==> config.mk <==
export PLATFORM = sky130hd
export DESIGN_NAME = ha_serial_adder
export DESIGN_NICKNAME = d
export VERILOG_FILES = /design/src/rtl/ha_pkg.sv /design/src/rtl/ha.sv /design/src/rtl/ha_fa_cell.sv /design/src/rtl/ha_serial_adder.sv
export SDC_FILE = /design/constraint.sdc
export NUM_CORES = 1
export LEC_CHECK = 0
export ABC_CLOCK_PERIOD_IN_PS = 1800
export CORE_MARGIN = 4
export CORE_UTILIZATION = 49
export CTS_CLUSTER_SIZE = 10
export DETAILED_ROUTE_END_ITERATION = 10
export MAX_ROUTING_LAYER = met4
export PLACE_DENSITY = 0.84
export REMOVE_ABC_BUFFERS = 1
export SLEW_MARGIN = 20
export SYNTH_ARGS = -nofsm -noshare
export SYNTH_HDL_FRONTEND = slang
export SYNTH_SLANG_ARGS = --single-unit
==> constraint.sdc <==
create_clock -name clk -period 1.8 [get_ports clk]
set_clock_uncertainty 0.1 [all_clocks]
set_input_delay 0.45 -clock clk [delete_from_list [all_inputs] [get_ports clk]]
set_output_delay 0.45 -clock clk [all_outputs]
set_load 0.02 [all_outputs]
==> src/rtl/ha_pkg.sv <==
// Shared definitions for the half-adder based serial adder slice.
package ha_pkg;

    localparam int DEFAULT_WIDTH = 8;

    // Controller state encoding; 2'd3 is unused and recovers to idle.
    typedef enum logic [1:0] {
        ST_IDLE  = 2'd0,
        ST_SHIFT = 2'd1,
        ST_DONE  = 2'd2
    } state_t;

endpackage

==> src/rtl/ha.sv <==
// Half adder: the team's basic datapath cell.
module ha (
    input  logic a,
    input  logic b,
    output logic s,
    output logic c
);

    // Sum and carry of two single bits.
    always_comb begin
        s = a ^ b;
        c = a & b;
    end

endmodule

==> src/rtl/ha_fa_cell.sv <==
// Full-add cell built from two half adders and an OR gate.
module ha_fa_cell (
    input  logic a,
    input  logic b,
    input  logic cin,
    output logic s,
    output logic cout
);

    logic s0;
    logic c0;
    logic c1;

    ha u_ha0 (.a(a),  .b(b),   .s(s0), .c(c0));
    ha u_ha1 (.a(s0), .b(cin), .s(s),  .c(c1));

    // At most one of the two half-adder carries can be set, so OR merges them.
    always_comb begin
        cout = c0 | c1;
    end

endmodule

==> src/rtl/ha_serial_adder.sv <==
// Bit-serial adder controller: walks LSB-first through one shared full-add
// cell, one operand bit per clock, and pulses done with the registered result.
module ha_serial_adder
    import ha_pkg::*;
#(
    parameter int   WIDTH = DEFAULT_WIDTH,
    localparam int  CNT_W = $clog2(WIDTH + 1)
) (
    input  logic             clk,
    input  logic             rst,
    input  logic             start,
    input  logic [WIDTH-1:0] a,
    input  logic [WIDTH-1:0] b,
    input  logic             cin,
    output logic             busy,
    output logic             done,
    output logic [WIDTH-1:0] sum,
    output logic             cout
);

    state_t           state;
    state_t           state_next;
    logic             load;
    logic             shift_en;
    logic             last_bit;

    logic [WIDTH-1:0] op_a;
    logic [WIDTH-1:0] op_b;
    logic             carry;
    logic [CNT_W-1:0] cnt;

    logic             fa_bit;
    logic             fa_carry;

    ha_fa_cell u_fa (
        .a    (op_a[0]),
        .b    (op_b[0]),
        .cin  (carry),
        .s    (fa_bit),
        .cout (fa_carry)
    );

    assign last_bit = (cnt == CNT_W'(WIDTH - 1));

    // State register.
    // NOTE: sequential state uses non-blocking (<=) so every flop samples
    // pre-edge values; blocking here would create order-dependent races.
    always_ff @(posedge clk or posedge rst) begin
        if (rst) begin
            state <= ST_IDLE;
        end else begin
            state <= state_next;
        end
    end

    // Next-state decode plus load/shift strobes for the datapath.
    // NOTE: every output of this block gets a default first; a path that
    // leaves one unassigned would infer a latch.
    always_comb begin
        state_next = state;
        load       = 1'b0;
        shift_en   = 1'b0;
        case (state)
            ST_IDLE: begin
                if (start) begin
                    load       = 1'b1;
                    state_next = ST_SHIFT;
                end
            end
            ST_SHIFT: begin
                // start is ignored while bits are in flight.
                shift_en = 1'b1;
                if (last_bit) begin
                    state_next = ST_DONE;
                end
            end
            ST_DONE: begin
                if (start) begin
                    load       = 1'b1;
                    state_next = ST_SHIFT;
                end else begin
                    state_next = ST_IDLE;
                end
            end
            default: begin
                state_next = ST_IDLE;
            end
        endcase
    end

    // Operand/sum shift registers, carry, bit counter and registered flags.
    // NOTE: all datapath registers are reset (they are a handful of flops, not
    // a memory), so an aborted add leaves no stale operands or result behind.
    always_ff @(posedge clk or posedge rst) begin
        if (rst) begin
            op_a  <= '0;
            op_b  <= '0;
            carry <= 1'b0;
            cnt   <= '0;
            sum   <= '0;
            cout  <= 1'b0;
            busy  <= 1'b0;
            done  <= 1'b0;
        end else begin
            busy <= (state_next == ST_SHIFT);
            done <= (state_next == ST_DONE);
            if (load) begin
                op_a  <= a;
                op_b  <= b;
                carry <= cin;
                cnt   <= '0;
            end else if (shift_en) begin
                sum   <= {fa_bit, sum[WIDTH-1:1]};
                op_a  <= op_a >> 1;
                op_b  <= op_b >> 1;
                carry <= fa_carry;
                cnt   <= cnt + 1'b1;
                // The carry out of the final bit becomes the result carry.
                if (last_bit) begin
                    cout <= fa_carry;
                end
            end
        end
    end

endmodule

==> impl_metrics.toml <==
[route]
detailroute.via_count = 983
initialDrtViolationCount = 12
final_antenna_net_count = 0
finalWirelength_mm = 2.63
drt_drc_violations_left = 0
post_drt_via_cell_ratio = 5.55
drt_first_pass_iters = 4
detail_route.wl_per_cell_um = 14.9

[timing]
drv_slew = 0
hold_viol = 0
highest_clock_rate_ghz = 0.611
worst_slew_pin_slew_ns = 0.452
tns_ns = 0
slew-limit-headroom_pct = 69.8
grt_setup_unrepaired = "false"
worst_setup_margin_ns = 0.164
number_of_failing_setup_endpoints_in_the_final_timing_report = 0
finalCriticalPeriod_ns = 1.64
min_period_over_period_pct = 90.9

[die]
core_region_area_um2 = 2810
die_width_um = 62.7
io-pin-count = 31
floorplan.initialDensity_pct = 52.3
die_area_um2 = 3940
fp.dieH_um = 62.7
num_rows = 19

[power_and_ir_drop]
powerDensity_nw_per_um2 = 1830
irDropWorstVdd_mv = 0.882
cellLeakagePower_nw = 0.943

[finish]
num_antenna_cells = 0
final-instance-count-excl-fill = 177
design.final.nets = 167
syn2layout_area_growth_pct = 29.9
post_route_cells_drive_above_1_share_pct = 18.5

[worst_setup_path]
critical_path.max_fanout = 3
timing.critical_path.slowest_stage_cell = "sky130_fd_sc_hd__dfrtp_1"
cp_data_required_time_ns = 1.25
cp_data_arrival_time_ns = 1.09
crit_path_start_kind = "register"
cp_cell_sequence = "dlygate4sd2_1"
critical_path.max_stage_delay_ns = 0.41
worst-path-stages = 1
crit_family = "flip-flops"
worstSetupPathType = "register to output pin"
crit_path_end_kind = "output pin"
r2r_cells = 4
worst-path-buf-inv = 1

[synthesis]
syn-cell-area_um2 = 1470
post-synth-top-area-fraction_pct = 58.0
mean_cell_area_of_the_mapped_netlist_um2 = 13.2
post_synth_main_area_contributors = "sky130_fd_sc_hd__dfrtp_1 58%, sky130_fd_sc_hd__mux2_2 6.9%, sky130_fd_sc_hd__a22o_1 6.6%"
yosysUniqueCellTypes = 26
netlist_instances = 111
synthesis.yosys.warnings = 0
synth.ff_latch_count = 34
post_synthesis_cell_type_with_the_largest_combined_area = "sky130_fd_sc_hd__dfrtp_1"
synth_sequential_area_ratio_pct = 58.0

[clock_tree]
clock_latency_ns = 0.35
clock_h_tree_levels = 2
clk_pin_slew_worst_paths_ns = 0.12
cts_tree = "done"
post-cts-setup-buffer-count = 0
cts-hold-fix-buffers = 0
clockRootBuffer = "sky130_fd_sc_hd__clkbuf_4"
cts_buffer_depth = 2
numCtsBuffers = 5
clock_net_sink_count = 34

[grt]
grt_pass1_vias = 1029
grt_pass1_wl_mm = 4.58
antenna_found_initial = 0
grt_remaining_overflow = 0
grt.total_usage_pct = 15.6
grt_max_degree = 35

[placed_design]
numPortBuffers = 30
detailed_place_hpwl_mm = 1.83
globalplace.congestion = 0.704
pre_cts_ws_ns = -0.0221
placed_cells = 169

[run_status]
run_status = "complete, no violations"

[run]
total_of_max_cap_violations = 0

[min_path]
timing.hold.worst.class = "input port to async pin"
tightest hold or removal path, delay by kind of cell:
family	cells	cell delay [ns]
buf+inv	3	0.82
placed cells by master (no fill, tap or decap), types with 2 or more instances in the layout:
cell type,instances
sky130_fd_sc_hd__clkbuf_4,5
sky130_fd_sc_hd__mux2i_1,8
sky130_fd_sc_hd__buf_4,2
sky130_fd_sc_hd__dfrtp_1,34
sky130_fd_sc_hd__bufinv_16,2
sky130_fd_sc_hd__o21ai_1,7
sky130_fd_sc_hd__clkdlybuf4s50_1,19
sky130_fd_sc_hd__mux2_2,9
sky130_fd_sc_hd__nand2_1,9
sky130_fd_sc_hd__a21o_1,8
sky130_fd_sc_hd__inv_1,2
sky130_fd_sc_hd__buf_12,2
sky130_fd_sc_hd__dlygate4sd2_1,11
sky130_fd_sc_hd__nand2b_1,2
sky130_fd_sc_hd__a22o_1,11
final timing paths:
kind / start / endpoint / slack (ns)
hold / removal: rst / busy / 0.38
min in group clk: op_b[6] / op_b[6] / 0.39
hold reg to reg: op_b[6] / op_b[6] / 0.39
max in group asynchronous: rst / op_a[5] / 0.91
setup reg to reg: state[0] / cnt[0] / 0.30
setup / recovery: sum[1] / sum[1] / 0.16
state kept, by name, summed over array words and instances, names as in the netlist:
register / count
carry: 1
cnt: 4
cout: 1
done: 1
op_a: 8
op_b: 8
sum: 8
busy: 1
state: 2
cells in the mapped netlist:
library cell,instances
sky130_fd_sc_hd__nand2b_1,2
sky130_fd_sc_hd__mux2_1,1
sky130_fd_sc_hd__nor2b_1,1
sky130_fd_sc_hd__dfrtp_1,34
sky130_fd_sc_hd__o21ai_1,7
sky130_fd_sc_hd__o21ai_0,1
sky130_fd_sc_hd__nor2b_4,1
sky130_fd_sc_hd__fa_1,1
sky130_fd_sc_hd__buf_2,4
sky130_fd_sc_hd__a211oi_1,1
sky130_fd_sc_hd__ha_1,1
sky130_fd_sc_hd__buf_4,1
sky130_fd_sc_hd__inv_1,2
sky130_fd_sc_hd__mux2i_1,8
sky130_fd_sc_hd__and3b_1,1
sky130_fd_sc_hd__mux2_4,1
sky130_fd_sc_hd__mux2_2,9
sky130_fd_sc_hd__buf_6,2
sky130_fd_sc_hd__and3_4,1
sky130_fd_sc_hd__and2_1,1
sky130_fd_sc_hd__a21o_1,8
sky130_fd_sc_hd__and3_2,1
sky130_fd_sc_hd__a22o_1,11
sky130_fd_sc_hd__nand2_1,9
sky130_fd_sc_hd__a31o_1,1
sky130_fd_sc_hd__nor2_2,1
metrics by stage:
| stage | total power, mW | hold WS, ns | cell area, um2 | utilization, % |
|---|---|---|---|---|
| floorplan | 2.32 | 0.349 | 1420 | - |
| global placement | 2.83 | 0.363 | 1810 | 64.7 |
| detailed placement | 2.92 | 0.367 | 1810 | 64.7 |
| CTS | 3.54 | 0.392 | 1910 | 68.0 |
| global route | 3.74 | 0.410 | 1910 | 68.0 |
| finish | 3.50 | 0.385 | 1910 | 68.0 |
routing by layer:
metal  global-route usage [%]  up-vias  share of wire [%]
met5                        -        -                  0
met4                     7.44        0                1.9
met3                     6.47        9                6.9
met2                     25.0       36                 47
met1                     16.8      474                 44
li1                         -      464                  -
what timing repair did:
action / in CTS / in global routing
hold endpoints to repair: 0 / 0
resized for setup: 11 / 0
endpoints found under the setup margin: 11 / 0
power by group:
part / internal, mW / leakage (nW) / switching (mW)
sequential: 1.11 / 0.422 / 0.209
combinational: 0.770 / 0.466 / 0.695
clock: 0.434 / 0.0554 / 0.276
cell families (layout without fill, tap and decap cells):
logic type	count (synthesis)	count (layout)	share of synthesized area, %
mux	19	19	14.2
buf+inv	9	44	3.92
fa+ha+maj	2	2	2.22
simple gates	18	18	7.25
compound gates	29	29	14.5
flops	34	34	58.0
area by class of cell:
cell class                 count  area, um2
fill                         211        898
multi-input combinational     68        562
inverter                       2       7.51
timing repair buffer          34        342
sequential                    34        851
clock inverter                 3       68.8
tap                           31       38.8
clock buffer                   5       37.5
Note: power is estimated with default switching activity, not from simulation.
